File: src/rtl/cube_frame_sequencer.sv
// cube_frame_sequencer: per-frame clear, edge-draw and buffer-swap controller for the rotating-cube renderer.
module cube_frame_sequencer #(
  parameter int SIZE       = 10,
  parameter int NUM_EDGES  = 12,
  parameter int COORD_W    = 16,
  parameter int ADDR_W     = 8,
  parameter int ANGLE_STEP = 3
) (
  input  logic                      clk,
  input  logic                      rst,
  input  logic                      frame_tick,
  output logic [3:0]                edge_idx,
  input  logic signed [COORD_W-1:0] edge_x0,
  input  logic signed [COORD_W-1:0] edge_y0,
  input  logic signed [COORD_W-1:0] edge_x1,
  input  logic signed [COORD_W-1:0] edge_y1,
  output logic [COORD_W-1:0]        line_x0,
  output logic [COORD_W-1:0]        line_y0,
  output logic [COORD_W-1:0]        line_x1,
  output logic [COORD_W-1:0]        line_y1,
  output logic                      line_start,
  input  logic                      line_busy,
  input  logic                      line_done,
  output logic                      clr_we,
  output logic [ADDR_W-1:0]         clr_addr,
  output logic                      draw_buf,
  output logic [8:0]                angle,
  output logic                      frame_ready,
  output logic                      overrun
);
  localparam int CELLS = (SIZE + 1) * (SIZE + 1);
  typedef enum logic [2:0] {IDLE, CLEAR, LOAD, START, WAIT, READY} state_t;
  state_t state_q, state_d;
  logic [3:0] edge_idx_q, edge_idx_d;
  logic [3:0][COORD_W-1:0] line_q, line_d;
  logic line_start_q, line_start_d, clr_we_q, clr_we_d;
  logic [ADDR_W-1:0] clr_addr_q, clr_addr_d;
  logic draw_buf_q, draw_buf_d, frame_ready_q, frame_ready_d, overrun_q, overrun_d;
  logic [8:0] angle_q, angle_d;
  function automatic logic [COORD_W-1:0] clamp(input logic signed [COORD_W-1:0] v);
    return v[COORD_W-1] ? '0 : (v > $signed(COORD_W'(SIZE)) ? COORD_W'(SIZE) : v);
  endfunction
  always_comb begin
    state_d       = state_q;
    edge_idx_d    = edge_idx_q;
    line_d        = line_q;
    line_start_d  = 1'b0;
    clr_we_d      = clr_we_q;
    clr_addr_d    = clr_addr_q;
    draw_buf_d    = draw_buf_q;
    angle_d       = angle_q;
    frame_ready_d = frame_ready_q;
    overrun_d     = overrun_q | (frame_tick && state_q != IDLE && state_q != READY);
    case (state_q)
      IDLE: if (frame_tick) begin
        state_d    = CLEAR;
        clr_we_d   = 1'b1;
        clr_addr_d = '0;
      end
      CLEAR: if (clr_addr_q == ADDR_W'(CELLS - 1)) begin
        state_d    = LOAD;
        clr_we_d   = 1'b0;
        clr_addr_d = '0;
        edge_idx_d = '0;
      end else clr_addr_d = clr_addr_q + ADDR_W'(1);
      LOAD: begin
        line_d  = {clamp(edge_x0), clamp(edge_y0), clamp(edge_x1), clamp(edge_y1)};
        state_d = START;
      end
      START: if (!line_busy) begin
        line_start_d = 1'b1;
        state_d      = WAIT;
      end
      WAIT: if (line_done) begin
        if (edge_idx_q == 4'(NUM_EDGES - 1)) begin
          state_d       = READY;
          frame_ready_d = 1'b1;
        end else begin
          edge_idx_d = edge_idx_q + 4'd1;
          state_d    = LOAD;
        end
      end
      READY: if (frame_tick) begin
        state_d       = CLEAR;
        clr_we_d      = 1'b1;
        clr_addr_d    = '0;
        frame_ready_d = 1'b0;
        draw_buf_d    = ~draw_buf_q;
        // wrap by subtraction first so the sum never exceeds 359
        angle_d       = angle_q >= 9'(360 - ANGLE_STEP) ? angle_q - 9'(360 - ANGLE_STEP)
                                                        : angle_q + 9'(ANGLE_STEP);
      end
      default: state_d = IDLE;
    endcase
  end
  always_ff @(posedge clk) begin
    if (rst) begin
      state_q       <= IDLE;
      edge_idx_q    <= '0;
      line_q        <= '0;
      line_start_q  <= 1'b0;
      clr_we_q      <= 1'b0;
      clr_addr_q    <= '0;
      draw_buf_q    <= 1'b0;
      angle_q       <= '0;
      frame_ready_q <= 1'b0;
      overrun_q     <= 1'b0;
    end else begin
      state_q       <= state_d;
      edge_idx_q    <= edge_idx_d;
      line_q        <= line_d;
      line_start_q  <= line_start_d;
      clr_we_q      <= clr_we_d;
      clr_addr_q    <= clr_addr_d;
      draw_buf_q    <= draw_buf_d;
      angle_q       <= angle_d;
      frame_ready_q <= frame_ready_d;
      overrun_q     <= overrun_d;
    end
  end
  assign edge_idx    = edge_idx_q;
  assign {line_x0, line_y0, line_x1, line_y1} = line_q;
  assign line_start  = line_start_q;
  assign clr_we      = clr_we_q;
  assign clr_addr    = clr_addr_q;
  assign draw_buf    = draw_buf_q;
  assign angle       = angle_q;
  assign frame_ready = frame_ready_q;
  assign overrun     = overrun_q;
endmodule
File: config.mk
export PLATFORM = sky130hd
export DESIGN_NAME = cube_frame_sequencer
export DESIGN_NICKNAME = d
export VERILOG_FILES = /design/src/rtl/cube_frame_sequencer.sv
export SDC_FILE = /design/constraint.sdc
export NUM_CORES = 1
export LEC_CHECK = 0
export ABC_AREA = 1
export CORE_MARGIN = 10
export CORE_UTILIZATION = 45
export DETAILED_ROUTE_END_ITERATION = 10
export DONT_BUFFER_PORTS = 1
export GPL_ROUTABILITY_DRIVEN = 0
export GPL_TIMING_DRIVEN = 0
export PLACE_DENSITY_LB_ADDON = 0.15
export SLEW_MARGIN = 20
export SYNTH_ARGS = -nofsm -noshare
export SYNTH_HDL_FRONTEND = slang
export SYNTH_SLANG_ARGS = --single-unit
File: constraint.sdc
create_clock -name clk -period 1.59 [get_ports clk]
set_input_delay 0.159 -clock clk [delete_from_list [all_inputs] [get_ports clk]]
set_output_delay 0.159 -clock clk [all_outputs]
set_load 0.1 [all_outputs]
; Yosys cells after proc, flatten, opt, wreduce, memory -nomap -nowiden
; Index checks and enable logic that the tools add are counted.
[totals]
inputBits = 69
elab_cells = 85
reg_bits = 93
[classes]
reduce_logical = 15
magnitude_cmp = 5
mux = 30
n_eq_ne = 15
bitwise_logic = 3
add_sub_neg = 4
[ops]
columns = cell, count
row1 = 15-bit two-way mux, 8
row2 = "16-bit by 5-bit greater-than comparator with 1-bit output, second input constant", 4
row3 = 8-bit two-way mux, 2
row4 = 8-bit one-hot mux with 2 select lines, 1
row5 = 3-bit two-way mux, 5
row6 = 3-bit one-hot mux with 5 select lines, 1
row7 = 4-bit two-way mux, 3
row8 = "2-bit != test, second input constant", 6
row9 = 4-bit AND reduction, 3
row10 = "9-bit by 2-bit adder with 9-bit output, second input constant", 1
row11 = "9-bit >= comparator, second input constant", 1
row12 = 9-bit two-way mux, 1
row13 = "9-bit subtractor, second input constant", 1
row14 = "8-bit by 1-bit adder with 8-bit output, second input constant", 1
row15 = "8-bit by 7-bit == test with 1-bit output, second input constant", 1
row16 = 4-bit one-hot mux with 2 select lines, 1
row17 = "3-bit by 2-bit == test with 1-bit output, second input constant", 2
row18 = "3-bit == test, second input constant", 2
row19 = 1-bit two-way mux, 6
row20 = 2-bit nonzero test, 3
row21 = "4-bit by 1-bit adder with 4-bit output, second input constant", 1
row22 = "4-bit == test, second input constant", 1
row23 = 1-bit one-hot mux with 2 select lines, 2
row24 = 2-bit AND reduction, 2
row25 = other kinds (10), 13

; Logic depth before layout (Yosys ltp)
; Gate-level depths: netlist of run 1.
[depth]
ltp_word = 4
ltp_mapped = 12
depth_no_buf = 12

; Worst setup path after synthesis of run 1
; OpenSTA, ideal clock, no wires.
[synth_path]
path_kind = flip-flop to flip-flop
startpoint = register angle_q[1], in the netlist angle[1]
endpoint = register angle_q[6], in the netlist angle[6]
t_required_ps = 1456
period_less_slack_ps = 2163
t_arrival_ps = 2029
slack_ps = -573
path_stages_with_launch = 13
path_cell_list = dfxtp_1 inv_1 ha_1 inv_1 nand2_1 nand2_1 nand2_1 nand2_1 nand2_1 nand2_1 nand2_1 nand2_1 a21oi_1
[synth_between]
elab_chain_cells = 2
[synth_lines]
columns = element, line
row1 = start: declaration, 39  ; logic [8:0] angle_q, angle_d;
row2 = start signal: assignment, 116  ; angle_q <= angle_d;
row3 = 9-bit by 2-bit adder with 9-bit output (tied with other cells), 91  ; : angle_q + 9'(ANGLE_STEP);
row4 = 9-bit two-way mux (*), 90  ; angle_d = angle_q >= 9'(360 - ANGLE_STEP) ? angle_q - 9'(360 - ANGLE_STEP)
; Mark *: on every way between the ends. The rest lies on a longest branch, timed or not.
; A chain may end at the register's enable or synchronous reset.

; Worst setup path in the final report of run 1
[layout_path]
startpoint = register angle_q[0], in the netlist angle[0]
endpoint = register angle_q[6], in the netlist angle[6]
; The elaborated chain is that of the path after synthesis.

==> results of run 1 <==
==> what timing repair did <==
item | in CTS | in global routing
setup buffers | 3 | 3
setup endpoints to repair | 21 | 18
gates resized for setup | 25 | 27
hold endpoints to repair | 17 | 0
pin swaps | 9 | 16
hold buffers | 17 | 0
==> sequential cells by signal, indices dropped and copies added, names as in the netlist <==
| signal | cells |
|---|---|
| angle | 9 |
| clr_addr | 8 |
| clr_we | 1 |
| draw_buf | 1 |
| edge_idx | 4 |
| frame_ready | 1 |
| line_start | 1 |
| line_x0 | 15 |
| line_x1 | 15 |
| line_y0 | 15 |
| line_y1 | 15 |
| overrun | 1 |
| state_q | 3 |
==> metal layers <==
metal	up-vias	part of all wire [%]
met5	-	0
met4	0	1.5
met3	17	9.9
met2	96	50
met1	1585	38
li1	1799	-
==> area by class of cell <==
| class | count | area [um^2] |
|---|---|---|
| Inverter | 44 | 181.4 |
| Clock inverter | 6 | 50.05 |
| Multi-Input combinational cell | 395 | 2041 |
| Tap cell | 108 | 135.1 |
| Fill cell | 818 | 3904 |
| Timing Repair Buffer | 23 | 219.0 |
| Clock buffer | 10 | 127.6 |
| Sequential cell | 89 | 1861 |
| Buffer | 22 | 117.6 |
==> report_power, final <==
part | switching (W) | internal (W) | total, W
Clock | 0.000866 | 0.000589 | 0.00145
Combinational | 0.00110 | 0.000573 | 0.00168
Sequential | 0.000913 | 0.00236 | 0.00327
==> path summary, 6_finish.rpt <==
| path | end | slack [ns] | depth (start not counted) |
|---|---|---|---|
| min | line_x1[3] | 0.007 | 2 |
| max | angle[6] | -0.11 | 11 |
| max reg2reg | angle[6] | -0.11 | 11 |
| min reg2reg | line_start | 0.62 | 3 |
==> kinds of logic after synthesis <==
family                   count (synthesis)
buffers and inverters                   66
AO/OA/AOI/OAI                           59
adder cells (fa/ha/maj)                  5
other                                    1
XOR/XNOR                                 4
AND/OR/NAND/NOR                        323
flip-flops                              89
==> worst max-delay path: stages, from the launching register on <==
cell                      delay (ns)
sky130_fd_sc_hd__dfxtp_4        0.60
sky130_fd_sc_hd__ha_4           0.20
sky130_fd_sc_hd__nand2_4        0.06
sky130_fd_sc_hd__nor2_4         0.14
sky130_fd_sc_hd__nand2_2        0.06
sky130_fd_sc_hd__nand2_2        0.08
sky130_fd_sc_hd__nand2_4        0.09
sky130_fd_sc_hd__nand2_4        0.11
sky130_fd_sc_hd__nand2_1        0.05
sky130_fd_sc_hd__nand2_1        0.05
sky130_fd_sc_hd__nand2_1        0.06
sky130_fd_sc_hd__a21oi_2        0.12
==> cell usage in the layout (no fill, tap or decap), types with 14 or more instances in the layout <==
master,instances
sky130_fd_sc_hd__nand2_1,141
sky130_fd_sc_hd__nor2_1,93
sky130_fd_sc_hd__dfxtp_1,68
sky130_fd_sc_hd__a21oi_1,34
sky130_fd_sc_hd__inv_1,27
sky130_fd_sc_hd__dfxtp_4,21
sky130_fd_sc_hd__nand2_2,20
sky130_fd_sc_hd__nand3_1,20
sky130_fd_sc_hd__dlygate4sd3_1,17
sky130_fd_sc_hd__nand4_1,14
==> per-stage QoR <==
stage / util, % / hold slack (ns) / power, W / setup slack, ns / cell area (um^2)
floorplan: - / 0.2366 / 0.004514 / 0.003908 / 4035
global placement: 48.29 / 0.2422 / 0.004793 / -0.1510 / 4170
detailed placement: 48.29 / 0.2422 / 0.004838 / -0.1854 / 4170
CTS: 53.46 / 0.001471 / 0.006408 / -0.05942 / 4617
global route: 54.80 / 0.01219 / 0.006761 / -0.2209 / 4732
finish: 54.80 / 0.007395 / 0.006405 / -0.1142 / 4732
==> out/qor.yml, run 1 <==
run_status:
  run_status: "complete, but fails checks"
  violations: "setup timing"
global_route:
  first_global_vias: 3441
  grt_overflow: 0
  grt_pass1_wl_um: 17130
  global_route.usage.total_pct: 15.90
  antenna_violations_before_repair: 0
  grt_util_met1_pct: 16.90
  grt_start_max_net_pins: 17
  grtUsageMet3_pct: 7.769
  global_route.peak_usage_layer: "met2"
  groute.layer.met2.usage_pct: 27.33
sta:
  setup_slack_ns: -0.1142
  report.final.hold_viol_count: 0
  minimum_period_implied_by_the_final_worst_setup_slack_ns: 1.704
  actual_slew_at_the_worst_max_slew_pin_ns: 1.013
  slew_viol_final: 0
  period_share_pct: 107.2
  setup_repair_after_global_routing_missed_its_margin: "yes"
  max_slew_margin_pct: 32.41
  achievable-frequency_mhz: 586.8
  tns_ns: -0.4671
  setup_viol: 6
  worst_clock_skew_ns: 0.009540
die:
  floorplan.initialDensity_pct: 45.97
  row_count: 34
  die_y_um: 113.9
  core_area_um2: 8636
  chipWidth_um: 113.9
  pin_count: 159
  design.die.area_um2: 12980
cts:
  clkTransAtPathRegs_ns: 0.10
  cts-buffers-inserted: 9
  insertion_delay_ns: 0.36
  clock_sink_count: 89
  clock_tree.root_cell: "sky130_fd_sc_hd__clkbuf_8"
  ctsLongestPathBuffers: 2
  cts.htree.levels: 3
  clock_tree_from_tritoncts: "done"
worst_setup_path:
  worst_ep_arrival_time_ns: 1.98
  timing.critical_path.to_type: "flop"
  cp.required_ns: 1.87
  worst_path_max_fanout: 6
  critical_path_class: "reg -> reg"
  crit_start: "angle[0]"
  reg2reg_from: "angle[0]"
  setup.worst_path.start_class: "flop"
synthesis:
  post_synth_instance_area_um2: 3970
  ys_types: 35
  synth_adder_area_share_pct: 1.576
  synth.mux.area_fraction_pct: 0
  synth_seq_cells: 89
  synth-seq-area-share_pct: 44.88
  post_synth_xor_area_fraction_pct: 0.8824
  synth_top_family_by_area: "simple AND/OR/NAND/NOR gates"
  syn_inst: 547
  synth_area_leaders: "sky130_fd_sc_hd__dfxtp_1 45%, sky130_fd_sc_hd__nand2_1 14%, sky130_fd_sc_hd__nor2_1 8.8%"
  synth_enable_flop_cells: 0
  synthSimpleGateAreaFrac_pct: 36.87
  yosysMostFrequentCell: "sky130_fd_sc_hd__nand2_1"
  netlist.top_cell.by_area: "sky130_fd_sc_hd__dfxtp_1"
  count_of_synthesis_stage_warnings_from_yosys: 0
  synth.avg_cell_area_um2: 7.258
  synth.top_cell.area_share_pct: 44.88
  synth_top_flop_cell: "sky130_fd_sc_hd__dfxtp_1"
  yosys-top-cells-count: "152 x sky130_fd_sc_hd__nand2_1, 93 x sky130_fd_sc_hd__nor2_1, 89 x sky130_fd_sc_hd__dfxtp_1"
  synthArstFlopShare_pct: 0
  synth_compound_area_share_pct: 8.509
drt:
  avgRoutedWirePerCell_um: 15.50
  drt_first_pass_iters: 4
  drt_wl_total_um: 10810
  detail_route_antenna_nets: 0
  post_drt_via_cell_ratio: 5.017
  via_count: 3497
  route.detailed.drc: 0
  iter_0_drt_violations: 140
worst_hold_path:
  min_from: "edge_x1[3]"
  hp-class: "in -> reg"
power_and_ir_drop:
  p_leak_nw: 1.878
  power.ir.vdd_worst_mv: 0.5846
  power.density_cell_area_nw_per_um2: 1353
final_layout:
  fin_cells: 697
  final_layout_size_suffix_gt1_share_pct: 22.41
  area_growth_syn_to_layout_pct: 19.19
  fin_nets: 658
  antennaDiodeCount: 0
job:
  cap_viol_max_count: 0
placed_design:
  placed_cells: 658
  port_buffer_count: 0
  place.detailed.hpwl_um: 8058
(Power assumes the default switching activity.)
==> inputs of run 2 (changes only) <==
==> constraint.sdc (replaced) <==
create_clock -name clk -period 1.59 [get_ports clk]
set_input_delay 0.159 -clock clk [delete_from_list [all_inputs] [get_ports clk]]
set_output_delay 0.159 -clock clk [all_outputs]
set_load 0.005 [all_outputs]
==> run 2 against run 1 <==
  * The flow now finishes without violations
  * Cell area is 4.2% lower
  * Via count shrank 2.7%
  * Register-to-register slack better by 0.23 ns
  * Count of clock-buffer cells in the layout is 1 higher
  * Critical path depth up 1
  * Critical path type unchanged
  * Critical endpoint is now angle[4]
==> out/qor.yml, run 2 (synthesis results as in run 1) <==
worst_setup_path:
  timing.critical_path.to_type: "flop"
  setup.worst_path.start_class: "flop"
  worstReg2RegEnd: "angle[4]"
  depth_of_the_worst_register_to_register_path: 12  # +1
  endpoint_of_the_most_critical_setup_path: "angle[4]"
  crit_start: "angle[1]"
  worst_path_max_fanout: 6  # unchanged
  critical_path_class: "reg -> reg"
  worst_ep_arrival_time_ns: 1.75  # -0.23 ns
  cp.required_ns: 1.86  # about the same
  timing.reg2reg.setup_slack_ns: 0.12  # +0.23 ns
  reg2reg_from: "angle[1]"
power_and_ir_drop:
  share_comb_of_total_power_pct: 26.8  # +0.6 points
  power.ir.vdd_worst_mv: 0.5986  # +2.4%
  sw_frac_of_total_pct: 34.92  # -10 points
  p_sw_w: 0.001973  # -32%
  power.share.sequential_pct: 45.0  # -6.1 points
  power.density_cell_area_nw_per_um2: 1246  # -8.0%
  p_int_w: 0.003677  # +4.4%
  power.clock.fraction_pct: 28.2  # +5.5 points
  p_leak_nw: 1.806  # -3.8%
global_route:
  grt_start_max_net_pins: 16  # -1
  grt_overflow: 0  # unchanged
  global_route.usage.total_pct: 15.63  # -0.27 points
  antenna_violations_before_repair: 0  # unchanged
  grt_pass1_wl_um: 16750  # -2.2%
  first_global_vias: 3291  # -4.4%
final_layout:
  fin_nets: 654  # -0.61%
  antennaDiodeCount: 0  # unchanged
  commonest_cells_after_routing_fill_and_taps_aside: "151 x sky130_fd_sc_hd__nand2_1, 93 x sky130_fd_sc_hd__nor2_1, 79 x sky130_fd_sc_hd__dfxtp_1, 38 x sky130_fd_sc_hd__a21oi_1, 33 x sky130_fd_sc_hd__inv_1"
  final_layout_size_suffix_gt1_share_pct: 15.73  # -6.7 points
  layout.cells.most_common: "sky130_fd_sc_hd__nand2_1"
  area_growth_syn_to_layout_pct: 14.25
sta:
  period_share_pct: 92.60  # -15 points
  slew_viol_final: 0  # unchanged
  achievable-frequency_mhz: 679.2  # +16%
  minimum_period_implied_by_the_final_worst_setup_slack_ns: 1.472  # -0.2319 ns
  worst_clock_skew_ns: 0.01286  # +0.003324 ns
  setup_slack_ns: 0.1177  # +0.2319 ns
  setup_viol: 0  # -6
  max_slew_margin_pct: 59.09  # +27 points
  report.final.hold_viol_count: 0  # unchanged
  actual_slew_at_the_worst_max_slew_pin_ns: 0.6137  # -0.3988 ns
  tns_ns: 0  # +0.4671 ns
job:
  cap_viol_max_count: 0  # unchanged
cts:
  clock_tree.root_cell: "sky130_fd_sc_hd__clkbuf_8"
  clock_tree_from_tritoncts: "done"
  clkTransAtPathRegs_ns: 0.09  # about the same
  clock_sink_count: 89  # unchanged
  ctsLongestPathBuffers: 2  # unchanged
  cts.htree.levels: 3  # unchanged
  cts-buffers-inserted: 9  # unchanged
  insertion_delay_ns: 0.35  # about the same
die:
  floorplan.initialDensity_pct: 45.97  # unchanged
  die_y_um: 113.9  # unchanged
  chipWidth_um: 113.9  # unchanged
  row_count: 34  # unchanged
  design.die.area_um2: 12980  # unchanged
  core_area_um2: 8636  # unchanged
  pin_count: 159  # unchanged
placed_design:
  pre_cts_slack_ns: 0.007349  # +0.1927 ns
  place.detailed.hpwl_um: 7873  # -2.3%
  port_buffer_count: 0  # unchanged
drt:
  drt_wl_total_um: 10420  # -3.5%
  post_drt_via_cell_ratio: 4.912  # -2.1%
  route.detailed.drc: 0  # unchanged
  detail_route_antenna_nets: 0  # unchanged
  via_count: 3404  # -2.7%
  iter_0_drt_violations: 160  # +14%
  drt_first_pass_iters: 6  # +2
  avgRoutedWirePerCell_um: 15.04  # -3.0%
worst_hold_path:
  min_from: "frame_tick"
  hp-class: "in -> reg"
run_status:
  run_status: "finished clean"
## run 2: cell types whose count changed in the layout (fill, tap and decap cells not counted), sizes merged
cell,before,now
buf,17,13
clkinv,3,2
bufinv,0,1
clkbuf,21,22
inv,45,44
## run 2: per-stage QoR
stage	area (um^2)	utilization, %	hold slack [ns]	instances	total power (W)
after floorplan	3981	-	0.2366	550	0.003744
after global placement	4116	47.67	0.2418	658	0.004022
after detailed placement	4116	47.67	0.2438	658	0.004053
after CTS	4492	52.01	0.006455	691	0.005685
after global routing	4536	52.52	0.02518	693	0.006033
final	4536	52.52	0.01735	693	0.005650
## run 2: power by group through the flow
stage	registers, W	clock network, W	logic, W
finish	0.00254	0.00159	0.00151
global route	0.00257	0.00173	0.00174
CTS	0.00254	0.00164	0.00150
detailed placement	0.00259	0	0.00146
global placement	0.00259	0	0.00143
floorplan	0.00254	0	0.00121
## run 2: worst min-delay path by stage
stage | end | slack, ns | depth (start not counted)
after floorplan | line_start | 0.24 | 1
after global placement | line_start | 0.24 | 1
after detailed placement | line_start | 0.24 | 1
after CTS | line_y0[2] | 0.006 | 3
after global routing | line_y1[2] | 0.03 | 3
final | clr_addr[0] | 0.02 | 3
## run 2: metal layers
layer | vias up | global-route usage, % | routed length (um) | part of all wire [%]
met1 | 1524 | 17.63 | 4011 | 38
met2 | 93 | 25.78 | 5180 | 50
li1 | 1776 | - | - | -
met4 | 0 | 4.010 | 122 | 1.2
met5 | - | 0 | 0 | 0
met3 | 11 | 7.664 | 1109 | 11
## run 2: final cells by class
type	count	area, um^2
tap	108	135.1
fill	876	4100
multi-input combinational	395	1929
inverter	44	170.2
clock buffer	11	141.4
buffer	22	115.1
timing repair buffer	19	185.2
clock inverter	5	62.56
sequential	89	1797
## run 2: critical path, stage by stage (launching register included)
cell                      delay (ns)
sky130_fd_sc_hd__dfxtp_2        0.35
sky130_fd_sc_hd__inv_1          0.08
sky130_fd_sc_hd__ha_1           0.15
sky130_fd_sc_hd__nand2_1        0.08
sky130_fd_sc_hd__nor2_2         0.12
sky130_fd_sc_hd__nand2_1        0.08
sky130_fd_sc_hd__nand2_2        0.09
sky130_fd_sc_hd__nand2_4        0.08
sky130_fd_sc_hd__nand2_2        0.10
sky130_fd_sc_hd__nand2_1        0.05
sky130_fd_sc_hd__nand2_1        0.06
sky130_fd_sc_hd__nand2_1        0.06
sky130_fd_sc_hd__a21oi_1        0.11
## run 2: repair_timing
action / CTS / global route
endpoints found under the setup margin: 1 / 11
pin swaps: 0 / 1
hold buffers: 17 / 0
hold endpoints to repair: 17 / 0
setup buffers: 0 / 2
gates resized for setup: 1 / 13
==> inputs of run 3 (changes only) <==
--- a/config.mk
+++ b/config.mk
@@ -13,6 +13,7 @@
 export GPL_ROUTABILITY_DRIVEN = 0
 export GPL_TIMING_DRIVEN = 0
 export PLACE_DENSITY_LB_ADDON = 0.15
+export RECOVER_POWER = 100
 export SLEW_MARGIN = 20
 export SYNTH_ARGS = -nofsm -noshare
 export SYNTH_HDL_FRONTEND = slang
==> run 3 against run 2 <==
  * Clock power is essentially flat
  * Count of clock-buffer cells in the layout is the same
  * Global-route usage is the same
  * Clock skew shrank 0.00077 ns
  * First-iteration DRC count grew 7.5%
  * Flip-flop and latch count is the same
  * Non-clock buffer count is the same
  * Sequential power is essentially flat
  * Critical path type unchanged
  * Largest power group unchanged
  * Highest routed layer unchanged
==> out/qor.yml, run 3 (synthesis results as in run 1) <==
sta:
  achievable-frequency_mhz: 675.5  # -0.54%
  setup_viol: 0  # unchanged
  actual_slew_at_the_worst_max_slew_pin_ns: 0.6195  # +0.005863 ns
  report.final.hold_viol_count: 0  # unchanged
  period_share_pct: 93.10  # +0.50 points
  minimum_period_implied_by_the_final_worst_setup_slack_ns: 1.480  # +0.008007 ns
  slew_viol_final: 0  # unchanged
  max_slew_margin_pct: 58.70  # -0.39 points
  worst_clock_skew_ns: 0.01209  # -0.0007700 ns
final_layout:
  antennaDiodeCount: 0  # unchanged
  layout.cells.most_common: "sky130_fd_sc_hd__nand2_1"
  commonest_cells_after_routing_fill_and_taps_aside: "151 x sky130_fd_sc_hd__nand2_1, 94 x sky130_fd_sc_hd__nor2_1, 79 x sky130_fd_sc_hd__dfxtp_1, 38 x sky130_fd_sc_hd__a21oi_1, 34 x sky130_fd_sc_hd__inv_1"
  post-route-cell-area_um2: 4517  # -0.41%
  area_growth_syn_to_layout_pct: 13.77
  area.sequential_um2: 1797  # unchanged
  multi_input_comb_area_um2: 1913  # -0.84%
  final_layout_size_suffix_gt1_share_pct: 15.38  # -0.34 points
  fin_nets: 654  # unchanged
  fillCellCount: 879  # +0.34%
global_route:
  grt_overflow: 0  # unchanged
  grt_pass1_wl_um: 16750  # unchanged
  grt_start_max_net_pins: 16  # unchanged
  first_global_vias: 3291  # unchanged
  global_route.usage.total_pct: 15.63  # unchanged
  antenna_violations_before_repair: 0  # unchanged
cts:
  cts.htree.levels: 3  # unchanged
  cts-buffers-inserted: 9  # unchanged
  clock_tree.root_cell: "sky130_fd_sc_hd__clkbuf_8"
  ctsLongestPathBuffers: 2  # unchanged
  insertion_delay_ns: 0.35  # about the same
  clock_sink_count: 89  # unchanged
  clkTransAtPathRegs_ns: 0.09  # about the same
  clock_tree_from_tritoncts: "done"
drt:
  drt_first_pass_iters: 6  # unchanged
  route.detailed.drc: 0  # unchanged
  avgRoutedWirePerCell_um: 15.03  # about the same
  post_drt_via_cell_ratio: 4.908  # about the same
  detail_route_antenna_nets: 0  # unchanged
  drt_wl_total_um: 10410  # about the same
  iter_0_drt_violations: 172  # +7.5%
  via_count: 3401  # -0.088%
worst_setup_path:
  timing.critical_path.to_type: "flop"
  critical_path_class: "reg -> reg"
  setup.worst_path.start_class: "flop"
  worst_path_max_fanout: 6  # unchanged
  worst_ep_arrival_time_ns: 1.75  # about the same
  timing.reg2reg.setup_slack_ns: 0.11  # about the same
  cp.required_ns: 1.86  # about the same
die:
  floorplan.initialDensity_pct: 45.97  # unchanged
  row_count: 34  # unchanged
  chipWidth_um: 113.9  # unchanged
  core_area_um2: 8636  # unchanged
  pin_count: 159  # unchanged
  die_y_um: 113.9  # unchanged
  design.die.area_um2: 12980  # unchanged
power_and_ir_drop:
  power.density_cell_area_nw_per_um2: 1239  # -0.53%
  post-layout-total-power_w: 0.005597  # -0.94%
  p_leak_nw: 1.805  # about the same
  power.ir.vdd_worst_mv: 0.5970  # -0.27%
run_status:
  run_status: "finished clean"
placed_design:
  placed_area_um2: 4116  # unchanged
  place.detailed.hpwl_um: 7873  # unchanged
  port_buffer_count: 0  # unchanged
worst_hold_path:
  hp-class: "in -> reg"
job:
  cap_viol_max_count: 0  # unchanged
[run 3: timing repair]
item	4_1_cts	5_1_grt
pin swaps	0	1
buffers inserted	0	2
gates resized for setup	1	13
endpoints found under the setup margin	1	11
hold buffers	17	0
endpoints found under the hold margin	17	0
[run 3: worst paths after layout]
kind                                   end  startpoint  cells after the start
worst max-delay path              angle[4]    angle[1]                     12
worst min-delay path            line_x1[3]  edge_x1[3]                      2
worst max register to register    angle[4]    angle[1]                     12
worst min register to register  line_y0[4]  line_y0[4]                      2
[run 3: layout make-up]
type,count,share of cell area (%)
Buffer,22,2.548
Clock buffer,11,3.130
Clock inverter,5,1.385
Inverter,44,3.712
Multi-Input combinational cell,395,42.35
Sequential cell,89,39.78
Tap cell,108,2.992
Timing Repair Buffer,19,4.100
[run 3: report_power, final]
group	total, W	internal, W	switching (W)
Sequential	0.00254	0.00237	0.000169
Clock	0.00159	0.000782	0.000804
Combinational	0.00147	0.000500	0.000971
[run 3: per-stage QoR]
stage | hold slack, ns | std cells | TNS, ns | setup slack [ns] | util, %
after detailed placement | 0.2438 | 658 | 0 | 0.007349 | 47.67
after floorplan | 0.2366 | 550 | 0 | 0.2235 | -
final | 0.02332 | 693 | 0 | 0.1097 | 52.30
after CTS | 0.006455 | 691 | 0 | 0.06029 | 52.01
after global placement | 0.2418 | 658 | 0 | 0.03516 | 47.67
after global routing | 0.02518 | 693 | -0.05264 | -0.02965 | 52.30
[run 3: per-layer routing]
| metal | track usage [%] | vias to the layer above | routed length [um] |
|---|---|---|---|
| met4 | 4.010 | 0 | 120 |
| met2 | 25.78 | 93 | 5166 |
| met1 | 17.63 | 1522 | 4018 |
| li1 | - | 1775 | - |
| met3 | 7.664 | 11 | 1110 |
| met5 | 0 | - | 0 |
[run 3: critical path: stages, from the launching register on]
cell,delay (ns)
sky130_fd_sc_hd__dfxtp_2,0.35
sky130_fd_sc_hd__inv_1,0.08
sky130_fd_sc_hd__ha_1,0.15
sky130_fd_sc_hd__nand2_1,0.08
sky130_fd_sc_hd__nor2_2,0.12
sky130_fd_sc_hd__nand2_1,0.08
sky130_fd_sc_hd__nand2_2,0.09
sky130_fd_sc_hd__nand2_4,0.08
sky130_fd_sc_hd__nand2_2,0.10
sky130_fd_sc_hd__nand2_1,0.05
sky130_fd_sc_hd__nand2_1,0.06
sky130_fd_sc_hd__nand2_1,0.06
sky130_fd_sc_hd__a21oi_1,0.12
